### src/rtl/inst_encoder.sv
// inst_encoder: packs decoded LEGv8 instruction fields into 32-bit words
// for the instruction memory write port. It is the inverse of the immediate
// sign extender. Immediates that would not survive a sign-extend round trip,
// and unknown kinds, are dropped and counted.
//
// Ports:
//   clk, reset           clock (rising edge), async active-low reset
//   in_valid/in_ready    request handshake (accept = in_valid && in_ready)
//   in_kind              0=LDUR 1=STUR 2=CBZ 3=CBNZ 4=ADDI 5..7=illegal
//   in_rt, in_rn, in_imm register fields and 64-bit signed immediate
//   in_last              final request of a program
//   out_valid/out_ready  output handshake
//   out_word, out_addr   encoded word and its word address
//   out_last             in_last of the emitted word
//   rej_pulse            one-cycle pulse after a rejected accept
//   rej_count            saturating reject counter
module inst_encoder #(
    parameter int          ADDR_W    = 8,
    parameter int          ERR_W     = 8,
    parameter int unsigned BASE_ADDR = 0
) (
    input  logic              clk,
    input  logic              reset,
    input  logic              in_valid,
    output logic              in_ready,
    input  logic [2:0]        in_kind,
    input  logic [4:0]        in_rt,
    input  logic [4:0]        in_rn,
    input  logic [63:0]       in_imm,
    input  logic              in_last,
    output logic              out_valid,
    input  logic              out_ready,
    output logic [31:0]       out_word,
    output logic [ADDR_W-1:0] out_addr,
    output logic              out_last,
    output logic              rej_pulse,
    output logic [ERR_W-1:0]  rej_count
);

    localparam logic [ADDR_W-1:0] BASE = ADDR_W'(BASE_ADDR);

    // An immediate fits an N-bit field when bits [63:N-1] are all copies
    // of the field's sign bit.
    logic fits9, fits12, fits19;
    assign fits9  = (&in_imm[63:8])  | ~(|in_imm[63:8]);
    assign fits12 = (&in_imm[63:11]) | ~(|in_imm[63:11]);
    assign fits19 = (&in_imm[63:18]) | ~(|in_imm[63:18]);

    logic [31:0] enc_word;
    logic        legal;

    always_comb begin
        enc_word = '0;
        legal    = 1'b0;
        case (in_kind)
            3'd0: begin
                enc_word = {11'b11111000010, in_imm[8:0], 2'b00, in_rn, in_rt};
                legal    = fits9;
            end
            3'd1: begin
                enc_word = {11'b11111000000, in_imm[8:0], 2'b00, in_rn, in_rt};
                legal    = fits9;
            end
            3'd2: begin
                enc_word = {8'b10110100, in_imm[18:0], in_rt};
                legal    = fits19;
            end
            3'd3: begin
                enc_word = {8'b10110101, in_imm[18:0], in_rt};
                legal    = fits19;
            end
            3'd4: begin
                enc_word = {10'b1001000100, in_imm[11:0], in_rn, in_rt};
                legal    = fits12;
            end
            default: ;
        endcase
    end

    logic accept, out_hs;
    assign in_ready = !out_valid || out_ready;
    assign accept   = in_valid && in_ready;
    assign out_hs   = out_valid && out_ready;

    always_ff @(posedge clk or negedge reset) begin
        if (!reset) begin
            out_valid <= 1'b0;
            out_word  <= '0;
            out_addr  <= BASE;
            out_last  <= 1'b0;
            rej_pulse <= 1'b0;
            rej_count <= '0;
        end else begin
            rej_pulse <= accept && !legal;
            if (accept && !legal && rej_count != {ERR_W{1'b1}})
                rej_count <= rej_count + ERR_W'(1);

            // out_addr is the running counter: a word loaded in the same
            // cycle as a handshake picks up the already-advanced address.
            if (out_hs)
                out_addr <= out_last ? BASE : out_addr + ADDR_W'(1);

            if (accept && legal) begin
                out_valid <= 1'b1;
                out_word  <= enc_word;
                out_last  <= in_last;
            end else if (out_hs) begin
                out_valid <= 1'b0;
            end
        end
    end

endmodule

### config.mk
export PLATFORM = sky130hd
export DESIGN_NAME = inst_encoder
export DESIGN_NICKNAME = d
export VERILOG_FILES = /design/src/rtl/inst_encoder.sv
export SDC_FILE = /design/constraint.sdc
export NUM_CORES = 1
export LEC_CHECK = 0
export ABC_AREA = 1
export BUFFER_PORTS_ARGS = -buffer_cell sky130_fd_sc_hd__buf_2
export CAP_MARGIN = 30
export CORE_AREA = 2 2 101 83
export CTS_CLUSTER_SIZE = 24
export DETAILED_ROUTE_END_ITERATION = 7
export DIE_AREA = 0 0 103 85
export HOLD_SLACK_MARGIN = 0.05
export MAX_ROUTING_LAYER = met4
export PLACE_DENSITY = 0.76
export SLEW_MARGIN = 30
export SYNTH_ARGS = -nofsm -noshare
export SYNTH_HDL_FRONTEND = slang
export SYNTH_SLANG_ARGS = --single-unit
export TNS_END_PERCENT = 1
### constraint.sdc
create_clock -name clk -period 1.4 [get_ports clk]
set_input_delay 0.28 -clock clk [delete_from_list [all_inputs] [get_ports clk]]
set_output_delay 0.28 -clock clk [all_outputs]
set_load 0.01 [all_outputs]
==> reports/qor.txt, run 1 <==
====================================================================================================
Number of nets produced by synthesis                                                             584
CP Launch Type                                                                             input pin
Async S/R FF share, synth                                                                       1.00
Cell at the slowest stage of the critical path                                             clkbuf_16
Slowest Stage Delay on Critical Path                                                         0.19 ns
Max Freq                                                                                     652 MHz
Commonest register cell after synthesis                                                      dfrtp_1
Vias per inst                                                                                   5.04
Number of different library cells in the post-synthesis netlist                                   35
Share of final-layout standard cells stronger than drive strength 1                            0.453
Clock buffer count from CTS                                                                        5
Failing checks                                                                          negative setup slack
Number of diodes added for antenna fixing                                                          0
Clock latency on the worst-skew pair                                                         0.30 ns
Endpoint kind of the worst setup timing path                                                register
Share of the clock period used by the worst path                                                1.10
Leak pwr                                                                                     2.69 nW
Overall die width                                                                             103 um
Clock tree buffer depth                                                                            2
Setup ws final                                                                             -0.134 ns
CTS tree                                                                                        done
Layout-stage area growth over the synthesis result                                             55.0%
Number of global-route vias before repair                                                       3626
Series of cell instances along the critical path                                        buf_4 -> buf_6 -> nand2_1 -> nor2_1 -> nand3_1 -> nor2_2 -> nand3_1 -> nand2_2 -> nand2_2 -> nand3_4 -> nand2_8 -> clkbuf_16 -> nand2_2 -> o21ai_2
Core Util, Final                                                                               0.668
Largest fanout on the critical path                                                                7
Total power density per cell area                                                        684 nW/um^2
CTS HTree Levels                                                                                   2
VDD IR max                                                                                  0.591 mV
Cell row count                                                                                    29
Critical path's most frequent cell                                                           nand2_2
Number of clock sinks                                                                             48
Setup repair after global routing missed its margin                                             true
Initial cell density of the core                                                               0.431
Post-synth EDFFs                                                                                   0
Reg2reg setup slack                                                                         -0.04 ns
Worst clock skew                                                                          0.00370 ns
Global-route wire length before repair                                                      17100 um
WL final                                                                                    11600 um
Crit Path Class                                                                         input pin to register
Post-layout nets                                                                                 780
Endpoints failing hold                                                                             0
Antenna violations before repair                                                                   0
Clock Tree Root                                                                             clkbuf_8
Yosys synthesis warning count                                                                      0
Residual DRC                                                                                       0
Per-cell routed wire length                                                                  14.4 um
Required time at the worst-slack endpoint                                                    1.60 ns
Vias                                                                                            4061
Number of detailed-routing iterations run before antenna repair                                    5
Maximum number of pins on one net before global-route repair                                      49
Class of the tightest hold or removal check                                             input pin to register
Post-synthesis cell count                                                                        500
Final count of negative-setup-slack endpoints                                                     38
Gp weighted congestion                                                                         0.986
Post-synthesis sequential area ratio                                                           0.359
Half-perimeter wire length of the detailed placement result                                  8600 um
GRT Residual Overflow                                                                              0
CP arrival                                                                                   1.73 ns
ANT nets after route                                                                               0
Result of the run                                                                       finished with violations
Number of max-cap violations                                                                       0
Synthesized area                                                                          3350 sq um
Total power of the final layout                                                            0.00355 W
Port Buffer Count                                                                                132
Core outline area                                                                         7760 sq um
Average size of a mapped cell                                                             6.69 sq um
Number of top-level pins                                                                         134
Combined global-route utilization of all metal layers                                          0.253
Initial DRC Count                                                                                264
Clock-pin slew reported for the worst setup and hold paths after clock tree synthesis        0.09 ns
Flip-flop and latch count after synthesis                                                         48
Time the final worst path needs with I/O delays and setup                                    1.53 ns
Area of the die                                                                           8760 sq um
Max-slew violation total from the final report                                                     0
Chip height                                                                                    85 um
====================================================================================================
cells in the final DEF (no fill, tap or decap), types with 4 or more instances in the layout:
cell and instances:
o21ai_2 21, nand4_1 17, buf_6 16, buf_4 58
a221oi_1 8, clkbuf_8 5, xor2_1 5, nand2_2 34
dfrtp_1 48, buf_2 113, nor2_2 16, inv_1 43
nor2_1 69, inv_2 7, nand2_1 140, o22ai_1 4
nand3_1 15, a21oi_1 8, nor2_4 21
metrics by stage:
| stage | cell area (sq um) | std cells | hold WS, ns | TNS [ns] | worst slack [ns] |
|---|---|---|---|---|---|
| 2_1_floorplan | 3350 | 500 | -0.0156 | -2.64 | -0.106 |
| 3_3_place_gp | 4530 | 789 | 0.281 | -16.64 | -0.476 |
| 3_5_place_dp | 4530 | 789 | 0.287 | -16.14 | -0.474 |
| 4_1_cts | 4710 | 798 | 0.165 | -1.66 | -0.0758 |
| 5_1_grt | 5180 | 805 | 0.157 | -6.59 | -0.203 |
| 6_report | 5180 | 805 | 0.170 | -3.40 | -0.134 |
cells in the mapped netlist (3+ instances only):
master | count | area share
nand2_1 | 168 | 0.19
nor2_1 | 104 | 0.12
dfrtp_1 | 48 | 0.36
inv_1 | 48 | 0.054
o21ai_2 | 21 | 0.055
nand4_1 | 17 | 0.032
nand3_1 | 16 | 0.024
a21oi_1 | 9 | 0.013
nand2_2 | 9 | 0.017
a221oi_1 | 8 | 0.021
buf_6 | 5 | 0.017
nor3_1 | 5 | 0.0075
xor2_1 | 5 | 0.013
o22ai_1 | 4 | 0.0075
a22oi_1 | 3 | 0.0067
buf_4 | 3 | 0.0067
nor3b_1 | 3 | 0.0067
logic make-up after synthesis:
kind of cell	after synthesis	synth area share
AOI/OAI and AO/OA	50	0.113
and+or+nand+nor	331	0.416
DFF	48	0.359
xor gates and xnor gates	6	0.0157
muxes	2	0.00598
adders and majority gates	2	0.00748
buffers and inverters	60	0.0819
other	1	0.00112
where the power goes:
part	leakage (nW)	switching [W]	total (W)	internal [W]
registers	0.646	0.0000730	0.00152	0.00145
logic	1.99	0.000556	0.00101	0.000452
clock network	0.0541	0.000489	0.00102	0.000529
final timing paths:
check | from | to | depth (start not counted)
worst max-delay path | in_imm[23] | out_word[5] | 14
worst min-delay path | in_rt[1] | out_word[1] | 3
worst max register to register | rej_count[0] | rej_count[2] | 8
worst min register to register | out_word[28] | out_word[28] | 1
max in group asynchronous | reset | out_word[10] | 3
min in group asynchronous | reset | out_addr[5] | 3
critical path, delay by kind of cell:
family	cells	cell delay, ns
and+or+nand+nor	10	1.00
buffers and inverters	3	0.39
AOI/OAI and AO/OA	1	0.05
what timing repair did:
item | CTS | global route
hold buffers | 1 | 0
gates resized for setup | 22 | 108
endpoints found under the hold margin | 48 | 0
setup endpoints to repair | 41 | 42
pin swaps | 1 | 54
cloned | 0 | 3
buffers inserted | 0 | 4
registers in the layout, indices dropped and copies added, names as in the netlist:
| signal | count |
|---|---|
| rej_pulse | 1 |
| out_last | 1 |
| out_word | 29 |
| out_addr | 8 |
| out_valid | 1 |
| rej_count | 8 |
final cells by class:
| class | instances | area [sq um] |
|---|---|---|
| Clock buffer | 5 | 68.8 |
| Inverter | 51 | 193 |
| Multi-Input combinational cell | 392 | 2180 |
| Sequential cell | 48 | 1200 |
| Tap cell | 108 | 135 |
| Timing Repair Buffer | 198 | 1360 |
| Clock inverter | 3 | 42.5 |
| Fill cell | 661 | 2580 |
per-layer routing:
layer,vias to the layer above,track usage,routed length [um]
met3,16,0.0379,881
li1,1991,-,-
met1,1887,0.369,5140
met4,0,0.0455,135
met5,-,-,0
met2,167,0.376,5480
(Power assumes the default switching activity.)
==> run 2, diff against run 1 <==
--- a/config.mk
+++ b/config.mk
@@ -5,16 +5,16 @@
 export SDC_FILE = /design/constraint.sdc
 export NUM_CORES = 1
 export LEC_CHECK = 0
-export ABC_AREA = 1
 export BUFFER_PORTS_ARGS = -buffer_cell sky130_fd_sc_hd__buf_2
 export CAP_MARGIN = 30
-export CORE_AREA = 2 2 101 83
+export CORE_AREA = 2 2 93 77
 export CTS_CLUSTER_SIZE = 24
 export DETAILED_ROUTE_END_ITERATION = 7
-export DIE_AREA = 0 0 103 85
+export DIE_AREA = 0 0 95 79
 export HOLD_SLACK_MARGIN = 0.05
 export MAX_ROUTING_LAYER = met4
-export PLACE_DENSITY = 0.76
+export PLACE_DENSITY = 0.74
+export SKIP_LAST_GASP = 1
 export SLEW_MARGIN = 30
 export SYNTH_ARGS = -nofsm -noshare
 export SYNTH_HDL_FRONTEND = slang
==> constraint.sdc (replaced) <==
create_clock -name clk -period 1.4 [get_ports clk]
set_input_delay 0.07 -clock clk [delete_from_list [all_inputs] [get_ports clk]]
set_output_delay 0.07 -clock clk [all_outputs]
set_load 0.01 [all_outputs]
==> run 2 against run 1 <==
Net effect: largest cell class unchanged; worst setup slack lost 0.35 ns; routed wire length shrank 29%; non-clock buffer count down 4; area after synthesis shrank 22%; die area down 14%; first-iteration DRC count is 38% lower; register-to-register slack got worse by 0.22 ns; the run still ends with negative setup slack left; sequential cell count stayed put; clock-buffer cell count rose by 2; critical path type unchanged; utilization down 4.7 points; design area down 20%.
==> reports/qor.txt, run 2 <==
=====================================================================================================
Result of the run                                                                        finished with violations
Failing checks                                                                           negative setup slack
Setup TNS                                                                                   -14.59 ns   -11.19 ns
Switching fraction of total power                                                               0.275   -0.0403
Residual DRC                                                                                        0   unchanged
Cells on Worst Hold Path                                                                            3   unchanged
Antenna violations before repair                                                                    0   unchanged
Gp weighted congestion                                                                          0.871   -12%
Number of different library cells in the post-synthesis netlist                                    41   +17%
Layout-stage area growth over the synthesis result                                              58.5%
Cell-internal power                                                                         0.00268 W   +10%
Share of final-layout standard cells stronger than drive strength 1                             0.476   +0.0231
Setup repair after global routing missed its margin                                              true
Average size of a mapped cell                                                              9.18 sq um   +37%
GRT Residual Overflow                                                                               0   unchanged
Main combinational cell family by area after synthesis                                   simple AND/OR/NAND/NOR gates
Flip-flop and latch count after synthesis                                                          48   unchanged
Flip-flop count of the largest register after layout                                               29   unchanged
Synthesized area                                                                           2610 sq um   -22%
Max-slew headroom                                                                               0.659
Final count of negative-setup-slack endpoints                                                      40   +5.3%
Port Buffer Count                                                                                 132   unchanged
CTS HTree Levels                                                                                    2   unchanged
Reg power frac                                                                                  0.419   -0.010
Post-synthesis share of cell area spent on full adders, half adders and majority gates        0.00960   +0.00212
Number of instances in the placed design                                                          536   -32%
Clock Tree Root                                                                              clkbuf_8
Clock tree buffer depth                                                                             2   unchanged
Setup ws final                                                                              -0.487 ns   -0.353 ns
Combinational Power Share                                                                       0.288   +0.004
Endpoints failing hold                                                                              0   unchanged
Max-slew violation total from the final report                                                      0   unchanged
Fraction of the mapped netlist area in compound gates                                           0.150   +0.0372
Half-perimeter wire length of the detailed placement result                                   6220 um   -28%
Vias                                                                                             2896   -29%
Clock-pin slew reported for the worst setup and hold paths after clock tree synthesis         0.09 ns   about the same
WL final                                                                                      8210 um   -29%
Reg2reg setup slack                                                                          -0.26 ns   -0.22 ns
Area of the die                                                                            7510 sq um   -14%
Post-layout nets                                                                                  551   -29%
Chip height                                                                                     79 um   -7.1%
Commonest register cell after synthesis                                                       dfrtp_1
Core outline area                                                                          6660 sq um   -14%
Clock power share                                                                               0.293   +0.006
Most flop-heavy register                                                                     out_word
Combined global-route utilization of all metal layers                                           0.229   -0.0232
Source of the worst hold timing path                                                         in_rn[4]
Net switching component of the power                                                        0.00102 W   -9.2%
Maximum number of pins on one net before global-route repair                                       49   unchanged
Most numerous cell in the Yosys netlist                                                       dfrtp_1
Post-synthesis cell count                                                                         284   -43%
VDD IR max                                                                                   0.579 mV   -1.9%
Mux contribution to synthesized area                                                           0.0590   +0.0531
Crit Path Class                                                                          input pin to register
Leak pwr                                                                                      2.10 nW   -22%
Yosys synthesis warning count                                                                       0   unchanged
Largest cells by area after synthesis                                                    dfrtp_1 (46%), nand2_1 (6.6%), nor4_1 (5.0%)
Number of top-level pins                                                                          134   unchanged
Clock buffer count from CTS                                                                         5   unchanged
Global-route wire length before repair                                                       13300 um   -22%
Max Freq                                                                                      530 MHz   -19%
CTS tree                                                                                         done
Slew at the pin closest to its max-slew limit                                                0.510 ns
Number of global-route vias before repair                                                        2823   -22%
XOR/XNOR Fraction of Synth Area                                                                0.0269   +0.0112
Number of max-cap violations                                                                        0   unchanged
Number of diodes added for antenna fixing                                                           0   unchanged
Post-Layout Cell Count                                                                            555   -31%
Time the final worst path needs with I/O delays and setup                                     1.89 ns   +0.353 ns
Total power density per cell area                                                         894 nW/um^2   +31%
Overall die width                                                                               95 um   -7.8%
End point of the most critical hold path                                                  out_word[9]
Class of the tightest hold or removal check                                              input pin to register
Biggest regs                                                                             out_word (29), out_addr (8), rej_count (8)
CP arrival                                                                                    2.07 ns   +0.34 ns
Required time at the worst-slack endpoint                                                     1.58 ns   -0.02 ns
Number of nets produced by synthesis                                                              368   -37%
Post-synth EDFFs                                                                                    0   unchanged
Cell row count                                                                                     27   -6.9%
Total power of the final layout                                                             0.00369 W   +4.1%
Initial DRC Count                                                                                 165   -38%
Largest fanout on the critical path                                                                 6   -1
Share of the clock period used by the worst path                                                 1.35   +0.252
Endpoint kind of the worst setup timing path                                                 register
Per-cell routed wire length                                                                   14.8 um   +2.4%
Commonest cells in the netlist                                                           dfrtp_1 (48), nand2_1 (46), nor4_1 (21), nand4_1 (18)
Async S/R FF share, synth                                                                        1.00   unchanged
Clock latency on the worst-skew pair                                                          0.30 ns   about the same
Cell accounting for the most synthesized area                                                 dfrtp_1
Leading cell types in the layout, fill and taps excluded                                 buf_2 (124), buf_4 (52), dfrtp_1 (48)
Proportion of netlist area held by the largest area contributor                                 0.461   +0.102
Leading cell type in the layout, fill and taps excluded                                         buf_2
Vias per inst                                                                                    5.22   +3.4%
Startpoint of the most critical register-to-register path                                rej_count[0]
Logic depth of the worst register-to-register path                                                  5   -3
ANT nets after route                                                                                0   unchanged
Number of detailed-routing iterations run before antenna repair                                     5   unchanged
Initial cell density of the core                                                                0.392   -0.0393
Area share of and/or/nand/nor cells after synthesis                                             0.255   -0.161
Post-synthesis sequential area ratio                                                            0.461   +0.102
Number of clock sinks                                                                              48   unchanged
Destination of the worst register-to-register timing path                                rej_count[1]
CP Launch Type                                                                              input pin
Worst clock skew                                                                           0.00490 ns   +0.00120 ns
=====================================================================================================
## run 2: cell count changes in the layout (fill, tap and decap cells not counted), sizes merged, moves of 6 or more
cell and change:
inv -49, nand2 -132, a21oi +8, a221oi -6, mux2 +10, dlygate4sd3 +7, nand3 -8, nor4 +21
nor2 -90, a22oi +8
## run 2: final cells by class
type                       count  area (sq um)
inverter                       1          3.75
fill                         605          2520
timing repair buffer         194          1230
sequential                    48          1200
clock inverter                 1          30.0
multi-input combinational    217          1460
tap                           87           109
clock buffer                   7          96.3
## run 2: cells by family (layout without fill, tap and decap cells)
kind of cell	after synthesis	count (layout)
AO/OA/AOI/OAI	61	61
XOR/XNOR	8	8
adder cells (fa/ha/maj)	2	2
buffers and inverters	19	203
flip-flops	48	48
multiplexers	13	13
other	1	1
AND/OR/NAND/NOR	132	132
## run 2: metal layers
layer  GRT usage  vias up  routed length (um)
met3      0.0607       10                 532
li1            -     1415                   -
met5           -        -                   0
met2       0.355       99                3900
met4      0.0493        0                  82
met1       0.305     1372                3700
## run 2: worst max-delay path: stages
cell	delay (ns)
buf_8	0.10
nor4_4	0.29
nand4_1	0.12
or4_4	0.59
nor3_4	0.27
o41ai_4	0.13
buf_4	0.20
mux2_4	0.29
## run 2: power groups by stage
| stage | sequential [W] | clock [W] | combinational, W |
|---|---|---|---|
| floorplan | 0.00168 | 0 | 0.000276 |
| global placement | 0.00157 | 0 | 0.000984 |
| detailed placement | 0.00158 | 0 | 0.00100 |
| CTS | 0.00155 | 0.00111 | 0.00104 |
| global route | 0.00156 | 0.00119 | 0.00116 |
| finish | 0.00155 | 0.00108 | 0.00106 |
## run 2: how the worst max path moves through the flow
stage	from	to	slack (ns)	cells after the start
2_1_floorplan	in_imm[47]	rej_count[1]	-0.62	8
3_3_place_gp	in_imm[16]	out_word[26]	-0.86	9
3_5_place_dp	in_imm[45]	out_word[26]	-0.91	9
4_1_cts	in_imm[22]	out_word[2]	-0.46	8
5_1_grt	in_imm[23]	out_word[3]	-0.56	8
6_report	in_imm[23]	out_word[3]	-0.49	8
## run 2: timing repair
item                       in CTS  in global routing
setup endpoints to repair      40                 40
hold buffers                    8                  0
pin swaps                      11                  8
hold endpoints to repair       55                  0
resized for setup              19                 12
buffers inserted                3                  0
## run 2: through the flow
step	util	cell area, sq um	hold WS [ns]	worst slack (ns)
after floorplan	-	2650	-0.226	-0.619
after global placement	0.563	3750	0.0772	-0.858
after detailed placement	0.563	3750	0.0801	-0.914
after CTS	0.612	4070	0.0709	-0.462
after global routing	0.621	4130	0.0777	-0.557
final	0.621	4130	0.0667	-0.487
==> run 3, diff against run 2 <==
--- a/config.mk
+++ b/config.mk
@@ -7,13 +7,13 @@
 export LEC_CHECK = 0
 export BUFFER_PORTS_ARGS = -buffer_cell sky130_fd_sc_hd__buf_2
 export CAP_MARGIN = 30
-export CORE_AREA = 2 2 93 77
+export CORE_AREA = 2 2 89 74
 export CTS_CLUSTER_SIZE = 24
 export DETAILED_ROUTE_END_ITERATION = 7
-export DIE_AREA = 0 0 95 79
+export DIE_AREA = 0 0 91 76
 export HOLD_SLACK_MARGIN = 0.05
 export MAX_ROUTING_LAYER = met4
-export PLACE_DENSITY = 0.74
+export PLACE_DENSITY = 0.77
 export SKIP_LAST_GASP = 1
 export SLEW_MARGIN = 30
 export SYNTH_ARGS = -nofsm -noshare
==> constraint.sdc (replaced) <==
create_clock -name clk -period 2.4 [get_ports clk]
set_input_delay 0.12 -clock clk [delete_from_list [all_inputs] [get_ports clk]]
set_output_delay 0.12 -clock clk [all_outputs]
set_load 0.01 [all_outputs]
==> run 3 against run 2 <==
Net effect: the flow now finishes without violations; worst setup slack better by 0.82 ns; clock skew down 0.0010 ns; global-route usage down 1.6 points; die area down 7.8%; design area down 15%; clock power down 49%; hold slack worse by 0.0074 ns; final cell count down 9.5%; routed wire length down 11%; critical path depth up 1; critical endpoint is now out_word[2]; largest power group unchanged.
==> reports/qor.txt, run 3 (synthesized netlist as in run 2, its figures left out) <==
====================================================================================================
Total power density per cell area                                                        533 nW/um^2   -40%
CP Launch Type                                                                             input pin
GRT Residual Overflow                                                                              0   unchanged
Core outline area                                                                         6120 sq um   -8.1%
Cts hold-fix bufs                                                                                  3   -5
Clock latency on the worst-skew pair                                                         0.29 ns   about the same
Setup TNS                                                                                       0 ns   +14.59 ns
Reg power frac                                                                                 0.504   +0.085
Source of the worst hold timing path                                                        in_rt[0]
End point of the most critical hold path                                                 out_word[0]
Clock power share                                                                              0.291   -0.002
Clock Tree Root                                                                             clkbuf_8
Cell-internal power                                                                        0.00135 W   -50%
Number of diodes added for antenna fixing                                                          0   unchanged
Required time at the worst-slack endpoint                                                    2.58 ns   +1.00 ns
Max-slew violation total from the final report                                                     0   unchanged
Overall die width                                                                              91 um   -4.2%
Slew at the pin closest to its max-slew limit                                               0.600 ns   +0.0902 ns
Post-layout nets                                                                                 503   -8.7%
Switching fraction of total power                                                              0.280   +0.00544
Combined global-route utilization of all metal layers                                          0.214   -0.0158
Startpoint of the most critical register-to-register path                               rej_count[0]
Area of the die                                                                           6920 sq um   -7.8%
Most flop-heavy register                                                                    out_word
Half-perimeter wire length of the detailed placement result                                  5810 um   -6.6%
Max Freq                                                                                     484 MHz
Biggest regs                                                                            out_word (29), out_addr (8), rej_count (8)
Top cell family by delay on the critical path                                           simple AND/OR/NAND/NOR gates
Crit Path Class                                                                         input pin to register
Net switching component of the power                                                      0.000526 W   -48%
Setup repair after global routing missed its margin                                            false
CTS HTree Levels                                                                                   2   unchanged
Flip-flop count of the largest register after layout                                              29   unchanged
Share of the clock period used by the worst path                                               0.862
Destination of the worst register-to-register timing path                               rej_count[1]
Maximum number of pins on one net before global-route repair                                      49   unchanged
Cell row count                                                                                    26   -3.7%
Worst clock skew                                                                          0.00391 ns   -0.000995 ns
Per-cell routed wire length                                                                  14.6 um   -1.6%
Slowest Stage Delay on Critical Path                                                         0.59 ns   about the same
Global-route wire length before repair                                                      11800 um   -11%
Cell at the slowest stage of the critical path                                                 or4_4
Number of clock sinks                                                                             48   unchanged
CP arrival                                                                                   2.25 ns   +0.18 ns
Layout-stage area growth over the synthesis result                                             34.9%
Endpoint kind of the worst setup timing path                                                register
Max-slew headroom                                                                              0.600   -0.0590
Final count of negative-setup-slack endpoints                                                      0   -100%
Number of inserted filler cells in the final layout                                              570   -5.8%
Clock-pin slew reported for the worst setup and hold paths after clock tree synthesis        0.08 ns   about the same
Number of max-cap violations                                                                       0   unchanged
Vias                                                                                            2745   -5.2%
Number of resized instances in the post-cts repair step                                            0   -19
Number of detailed-routing iterations run before antenna repair                                    4   -1
Gp weighted congestion                                                                         0.903   +3.7%
Share of final-layout standard cells stronger than drive strength 1                            0.388   -0.0889
Number of global-route vias before repair                                                       2531   -10%
Worst Hold Margin                                                                          0.0593 ns   -0.00736 ns
Post-CTS Repair Setup Buffers                                                                      0   -3
CTS tree                                                                                        done
Leading cell types in the layout, fill and taps excluded                                buf_2 (132), dfrtp_1 (48), nand2_1 (46)
Class of the tightest hold or removal check                                             input pin to register
Endpoints failing hold                                                                             0   unchanged
Area occupied by registers                                                                1200 sq um   unchanged
Reg2reg setup slack                                                                          0.55 ns   +0.81 ns
Largest fanout on the critical path                                                               47   +41
Multi-input gate area                                                                     1320 sq um   -9.7%
Clock buffer count from CTS                                                                        5   unchanged
Leading cell type in the layout, fill and taps excluded                                        buf_2
ANT nets after route                                                                               0   unchanged
Antenna violations before repair                                                                   0   unchanged
Vias per inst                                                                                   5.47   +4.8%
Combinational Power Share                                                                      0.204   -0.084
Port Buffer Count                                                                                132   unchanged
Number of top-level pins                                                                         134   unchanged
Series of cell instances along the critical path                                        buf_2 -> nor4_1 -> nand4_1 -> or4_4 -> nor3_2 -> buf_4 -> o41ai_4 -> buf_12 -> mux2_4
VDD IR max                                                                                  0.270 mV   -53%
Leak pwr                                                                                     1.81 nW   -14%
Cells on Worst Hold Path                                                                           2   -1
Chip height                                                                                    76 um   -3.8%
Time the final worst path needs with I/O delays and setup                                    2.07 ns
Clock tree buffer depth                                                                            2   unchanged
WL final                                                                                     7310 um   -11%
Residual DRC                                                                                       0   unchanged
Logic depth of the worst register-to-register path                                                 5   unchanged
Result of the run                                                                       finished, final reports clean
Initial cell density of the core                                                               0.426   +0.0345
Buf/Inv on CP                                                                                      3   +1
Initial DRC Count                                                                                 90   -45%
====================================================================================================
run 3: metal layers:
| layer | vias up | part of all wire | global-route usage |
|---|---|---|---|
| met4 | 0 | 0.012 | 0.0470 |
| met3 | 10 | 0.078 | 0.0455 |
| met2 | 126 | 0.49 | 0.354 |
| met1 | 1292 | 0.42 | 0.272 |
| met5 | - | 0 | - |
| li1 | 1317 | - | - |
run 3: worst reg2reg max path: stages (launching register included):
cell and delay [ns]:
dfrtp_1 0.44, ha_1 0.26, nand3_1 0.14, nor2_1 0.11
or4_1 0.46, mux2_1 0.33
run 3: cell type report:
class,instances,share of cell area
clock buffer,5,0.0196
clock inverter,1,0.00854
inverter,1,0.00107
multi-input combinational,217,0.376
sequential,48,0.342
tap,84,0.0299
timing repair buffer,146,0.224
run 3: power groups by stage:
stage,clock [W],combinational [W],sequential [W]
global route,0.000596,0.000422,0.000959
global placement,0,0.000367,0.000960
CTS,0.000570,0.000387,0.000946
finish,0.000546,0.000383,0.000946
floorplan,0,0.000146,0.000982
detailed placement,0,0.000381,0.000962
run 3: how the worst max path moves through the flow:
stage	depth (start not counted)	slack [ns]	startpoint	end
after floorplan	8	0.29	in_imm[18]	rej_count[1]
after global placement	9	0.06	in_imm[18]	out_word[3]
after detailed placement	9	-0.0004	in_imm[18]	out_word[2]
after CTS	9	0.31	in_imm[18]	out_word[2]
after global routing	9	0.14	in_imm[18]	out_word[2]
final	9	0.33	in_imm[18]	out_word[2]
run 3: through the flow:
stage / power [W] / instance area [sq um] / setup WS, ns / util / cells
3_5_place_dp: 0.00134 / 3390 / -0.000375 / 0.554 / 493
3_3_place_gp: 0.00133 / 3390 / 0.0589 / 0.554 / 493
5_1_grt: 0.00198 / 3510 / 0.145 / 0.575 / 502
2_1_floorplan: 0.00113 / 2610 / 0.286 / - / 284
6_report: 0.00188 / 3510 / 0.332 / 0.575 / 502
4_1_cts: 0.00190 / 3510 / 0.312 / 0.575 / 502
